File: config.mk
export PLATFORM = sky130hd
export DESIGN_NAME = approx_adder_pipe
export DESIGN_NICKNAME = d
export VERILOG_FILES = /design/src/rtl/approx_adder_pipe_pkg.sv /design/src/rtl/loa_core.sv /design/src/rtl/approx_adder_pipe.sv
export SDC_FILE = /design/constraint.sdc
export NUM_CORES = 1
export LEC_CHECK = 0
export BUFFER_PORTS_ARGS = -buffer_cell sky130_fd_sc_hd__buf_2
export CORE_AREA = 5 5 102 104
export DETAILED_ROUTE_END_ITERATION = 12
export DIE_AREA = 0 0 107 109
export MAX_ROUTING_LAYER = met4
export PLACE_DENSITY = 0.87
export SYNTH_ARGS = -nofsm -noshare
export SYNTH_HDL_FRONTEND = slang
export SYNTH_HIERARCHICAL = 1
export SYNTH_SLANG_ARGS = --single-unit
export TNS_END_PERCENT = 50
File: constraint.sdc
create_clock -name clk -period 3.56 [get_ports clk]
set_input_delay 0.534 -clock clk [delete_from_list [all_inputs] [get_ports clk]]
set_output_delay 0.534 -clock clk [all_outputs]
set_load 0.03 [all_outputs]
File: src/rtl/approx_adder_pipe_pkg.sv
// approx_adder_pipe_pkg: shared mode encoding and default sizing for the approximate adder pipeline.
package approx_adder_pipe_pkg;
  typedef enum logic {EXACT = 1'b0, APPROX = 1'b1} mode_e;
  localparam int DEF_WIDTH = 8;
  localparam int DEF_APPROX_BITS = 4;
  localparam int DEF_ERR_W = 16;
endpackage

File: src/rtl/loa_core.sv
// loa_core: combinational lower-part-OR adder with exact bypass and absolute error versus the exact sum.
module loa_core
  import approx_adder_pipe_pkg::*;
#(
  parameter int WIDTH = DEF_WIDTH,
  parameter int APPROX_BITS = DEF_APPROX_BITS
) (
  input  logic [WIDTH-1:0] a,
  input  logic [WIDTH-1:0] b,
  input  mode_e            mode,
  output logic [WIDTH-1:0] sum,
  output logic             cout,
  output logic [WIDTH:0]   err
);
  logic [WIDTH:0] exact, approx;
  assign exact = {1'b0, a} + {1'b0, b};
  generate
    if (APPROX_BITS == 0) begin : g_exact
      assign approx = exact;
    end else if (APPROX_BITS >= WIDTH) begin : g_all_or
      assign approx = {a[WIDTH-1] & b[WIDTH-1], a | b};
    end else begin : g_loa
      localparam int K = APPROX_BITS;
      logic [WIDTH-K:0] hi;
      // the top OR'd bit pair stands in for the carry the low part would have produced
      assign hi = {1'b0, a[WIDTH-1:K]} + {1'b0, b[WIDTH-1:K]} + {{(WIDTH-K){1'b0}}, a[K-1] & b[K-1]};
      assign approx = {hi, a[K-1:0] | b[K-1:0]};
    end
  endgenerate
  always_comb begin
    {cout, sum} = (mode == APPROX) ? approx : exact;
    err = (mode != APPROX) ? '0 : (exact > approx) ? exact - approx : approx - exact;
  end
endmodule

File: src/rtl/approx_adder_pipe.sv
// approx_adder_pipe: two-stage valid/ready pipeline around loa_core with saturating error statistics.
module approx_adder_pipe
  import approx_adder_pipe_pkg::*;
#(
  parameter int WIDTH = DEF_WIDTH,
  parameter int APPROX_BITS = DEF_APPROX_BITS,
  parameter int ERR_W = DEF_ERR_W
) (
  input  logic               clk,
  input  logic               rst,
  input  logic               in_valid,
  output logic               in_ready,
  input  logic [2*WIDTH-1:0] in1,
  input  logic               mode,
  output logic               out_valid,
  input  logic               out_ready,
  output logic [WIDTH-1:0]   sum,
  output logic               cout,
  input  logic               clr_stats,
  output logic [ERR_W-1:0]   err_cnt,
  output logic [ERR_W-1:0]   err_sum
);
  localparam int AW = ((ERR_W > WIDTH + 1) ? ERR_W : WIDTH + 1) + 1;
  localparam logic [AW-1:0] SAT = AW'({ERR_W{1'b1}});
  logic s1_valid, s2_load, accept, done;
  logic [WIDTH-1:0] s1_a, s1_b, c_sum;
  mode_e s1_mode;
  logic c_cout;
  logic [WIDTH:0] c_err, s2_err;
  logic [AW-1:0] acc;
  logic [ERR_W-1:0] cnt_nx, sum_nx;
  assign s2_load = !out_valid || out_ready;
  assign in_ready = !rst && (!s1_valid || s2_load);
  assign accept = in_valid && in_ready;
  assign done = out_valid && out_ready;
  always_ff @(posedge clk or posedge rst) begin
    if (rst) begin
      s1_valid <= 1'b0;
      s1_a <= '0;
      s1_b <= '0;
      s1_mode <= EXACT;
    end else begin
      if (s2_load || !s1_valid) s1_valid <= accept;
      if (accept) begin
        s1_a <= in1[WIDTH-1:0];
        s1_b <= in1[2*WIDTH-1:WIDTH];
        s1_mode <= mode_e'(mode);
      end
    end
  end
  loa_core #(.WIDTH(WIDTH), .APPROX_BITS(APPROX_BITS)) u_core (
    .a(s1_a),
    .b(s1_b),
    .mode(s1_mode),
    .sum(c_sum),
    .cout(c_cout),
    .err(c_err)
  );
  always_ff @(posedge clk or posedge rst) begin
    if (rst) begin
      out_valid <= 1'b0;
      sum <= '0;
      cout <= 1'b0;
      s2_err <= '0;
    end else if (s2_load) begin
      out_valid <= s1_valid;
      if (s1_valid) begin
        sum <= c_sum;
        cout <= c_cout;
        s2_err <= c_err;
      end
    end
  end
  always_comb begin
    acc = AW'(err_sum) + AW'(s2_err);
    sum_nx = (acc > SAT) ? '1 : acc[ERR_W-1:0];
    cnt_nx = (&err_cnt) ? err_cnt : err_cnt + ERR_W'(1);
  end
  always_ff @(posedge clk or posedge rst) begin
    if (rst) begin
      err_cnt <= '0;
      err_sum <= '0;
    end else if (clr_stats) begin
      err_cnt <= '0;
      err_sum <= '0;
    end else if (done && s2_err != '0) begin
      err_cnt <= cnt_nx;
      err_sum <= sum_nx;
    end
  end
endmodule

==> out/qor.csv <==
metric,value,unit
Starting DRT DRC Count,231,
cell type with the largest total area after synthesis,dfrtp_1,
Inserted Clock Buffers,9,
Hold/Removal Path Class,primary input to asynchronous set/reset pin,
count of hold buffers inserted by post-cts repair,0,
Reg2Reg Depth,15,
top-area cell type share of the netlist area,35.5,%
share of the cycle needed by the critical path after routing,102,%
number of inserted filler cells in the final layout,764,
initial cell density of the core,51.3,%
post-layout total power,0.00487,W
Crit path arrival time,3.90,ns
post-DR wirelength/cell,16.6,um
final HPWL from detailed placement,8490,um
Post-Syn Area per Cell,9.93,um2
chain of cells forming the critical path,ha_2 -> fa_2 -> a21o_1 -> a21oi_2 -> o21bai_1 -> a21oi_2 -> xor2_1 -> ha_1 -> o211ai_1 -> buf_4 -> a211oi_4 -> o21a_1 -> mux2i_1 -> mux2i_1 -> mux2_2,
endpoint of the most critical register-to-register path,s2_err[3],
PD cells,838,mW/mm2
global-route total usage across every layer,21.0,%
clock group share of total power,15.6,%
largest net degree at the start of global routing,45,
synthesized netlist cell count,489,
die width,107,um
maximum net fanout on the critical path,4,
Critical R2R Launch,s1_a[0],
remaining design rule violation count,0,
net load switching power,0.00217,W
biggest area contributors in the synthesized netlist,"dfrtp_1 36%, ha_1 9.8%, mux2_2 8.6%",
headroom to the max-slew limit,43.2,%
antenna-violating nets left,0,
clk_lat worst skew,0.37,ns
clock period minus worst slack,3.64,ns
number of clock sinks seen by CTS,69,
cell at the root of the clock tree,clkbuf_8,
I/O pin total,65,
wire length of the first global-routing pass,19100,um
endpoint required time on the critical path,3.82,ns
reported leakage power,2.82,nW
post-layout net count,647,
area inside the core boundary,0.00946,mm2
Reg power frac,21.5,%
setup slack of the worst register-to-register path,-0.08,ns
final RePlAce weighted congestion,0.861,
post-route clock skew,0.00763,ns
slew of the pin with the lowest slew margin,0.850,ns
Final Util,61.4,%
number of setup violations in the final report,7,
metal3 WL,547,um
share of total power consumed by net switching,44.6,%
iteration count of the initial detailed-routing pass,5,
final routed wirelength across all metal layers,11600,um
Synth-to-Final Area Change,19.6,%
Achievable Freq,0.275,GHz
clock tree from TritonCTS,done,
diode count,0,
"commonest cells after routing, fill and taps aside","69 x dfrtp_1, 64 x buf_2, 44 x nor2_1",
crit path capture type,register,
dominant synthesized flop cell,dfrtp_1,
outcome,"finished, violations left",
routed length on met2,5840,um
initial antenna violation count,0,
warnings from Yosys,6,
internal power,0.00270,W
post-DR vias/cell,5.81,
FP Rows,36,
"number of placed instances, taps included",678,
failing checks,negative setup slack,
filler-free cell count of the finished design,700,
worst-case setup slack after placement,-0.213,ns
number of enable-type register cells in the synthesized netlist,0,
H-tree depth,3,
"most common cell after layout, fill and taps aside",dfrtp_1,
Hold Fails Final Rpt,0,
uppermost layer routed,met4,
count of final max-slew check failures,0,
total via count after detailed routing,4066,
post-synth cell types,64,
final instance area,0.00581,mm2
GRT Residual Overflow,0,
logic gate share of total power,62.8,%
cell area after placement,0.00544,mm2
type of element launching the critical path,register,
slowest library cell on the worst path,dfrtp_1,
clock-pin slew on the worst setup and hold paths,0.08,ns
Total Die Area,0.0117,mm2
number of global-route vias before repair,4097,
final worst setup slack,-0.0824,ns
setup repair after global routing missed its margin,true,
total of buffers placed on input and output ports,64,
fraction of final layout cells sized beyond drive strength 1,32.6,%
metal1 wirelength,4980,um
max-cap check violation count,0,
Synthesized Nets,555,
post-synthesis register bit count,69,
maximum VDD drop,517,uV
fraction of synthesis flops using an asynchronous set or reset pin,100,%
Syn Std Cell Area,0.00486,mm2
worst stage delay on the critical path,0.39,ns
die height,109,um
sequential-to-total area share from yosys stat,35.5,%
"buffers from clock root to sink, at most",2,
start-to-end type of the worst setup path,register to register,
[Yosys cell counts, types with 2 or more instances]
cell	count
a211oi_1	7
a211oi_2	6
a21o_1	12
a21oi_1	26
a221oi_1	6
a31oi_1	6
and2_1	2
and2_4	2
and3_1	3
and4_1	3
buf_2	5
clkbuf_1	7
dfrtp_1	69
fa_1	6
ha_1	38
inv_1	42
mux2_2	37
mux2i_1	8
nand2_1	24
nand2b_1	7
nand3_1	8
nand4_1	14
nor2_1	46
nor2b_1	5
nor3_1	6
nor3b_1	2
o21a_1	8
o21ai_0	17
o221ai_1	2
o31a_1	2
or3_1	4
xnor2_1	9
xor2_1	19
[power groups by stage]
stage	sequential [W]	combinational (W)	clock (W)
after floorplan	0.00118	0.00182	0
after global placement	0.00106	0.00272	0
after detailed placement	0.00107	0.00278	0
after CTS	0.00105	0.00287	0.000775
after global routing	0.00107	0.00331	0.000804
final	0.00105	0.00306	0.000762
[per-stage QoR]
stage                     hold slack (ns)  setup TNS [ns]
after CTS                           0.210        -0.00191
after floorplan                     0.474               0
after global placement              0.485          -0.303
after global routing                0.264           -1.14
final                               0.203          -0.256
after detailed placement            0.487           -1.20
[per-layer routing]
layer  track usage [%]  up-vias
li1                  -     1926
met4              7.31        0
met1              25.5     1998
met2              35.3      120
met5                 -        -
met3              4.20       22
[registers in the layout, summed over array words and instances, names as in the netlist]
| signal | flops |
|---|---|
| out_valid | 1 |
| s1_mode | 1 |
| err_cnt | 16 |
| s1_b | 8 |
| sum | 8 |
| err_sum | 16 |
| s2_err | 9 |
| cout | 1 |
| s1_valid | 1 |
| s1_a | 8 |
[cell families (layout without fill, tap and decap cells)]
group,Yosys count,count (layout),synth area share [%]
and+or+nand+nor,132,132,13.8
adders and majority gates,44,44,12.3
AOI/OAI and AO/OA,114,114,18.4
xor gates and xnor gates,28,28,5.05
muxes,45,45,10.2
DFF,69,69,35.5
buffers and inverters,57,154,4.71
[layout make-up]
| type | count | area, um2 | share of cell area, % |
|---|---|---|---|
| clock inverter | 6 | 93.8 | 1.61 |
| inverter | 43 | 161 | 2.78 |
| clock buffer | 10 | 138 | 2.37 |
| timing repair buffer | 95 | 557 | 9.58 |
| sequential | 69 | 1730 | 29.7 |
| tap | 114 | 143 | 2.45 |
| multi-input combinational | 363 | 2990 | 51.5 |
[how the worst max path moves through the flow]
stage | startpoint | to | slack (ns)
final | s1_a[0] | s2_err[3] | -0.08
after global placement | s1_a[3] | s2_err[7] | -0.08
after CTS | s1_a[0] | s2_err[5] | -0.002
after floorplan | s1_a[0] | s2_err[4] | 0.02
after detailed placement | s1_a[0] | s2_err[6] | -0.21
after global routing | s1_a[0] | s2_err[3] | -0.19
[worst max-delay path, delay by kind of cell (launching register included)]
family / cells / cell delay (ns)
AOI/OAI and AO/OA: 7 / 1.32
adders and majority gates: 3 / 0.91
muxes: 3 / 0.62
DFF: 1 / 0.39
buffers and inverters: 1 / 0.17
xor gates and xnor gates: 1 / 0.13
[what timing repair did]
action                                  4_1_cts  5_1_grt
pin swaps                                    11        8
gates resized for setup                      10       15
setup buffers                                 3        3
endpoints found under the setup margin        8        8
Note: power is estimated with default switching activity, not from simulation.
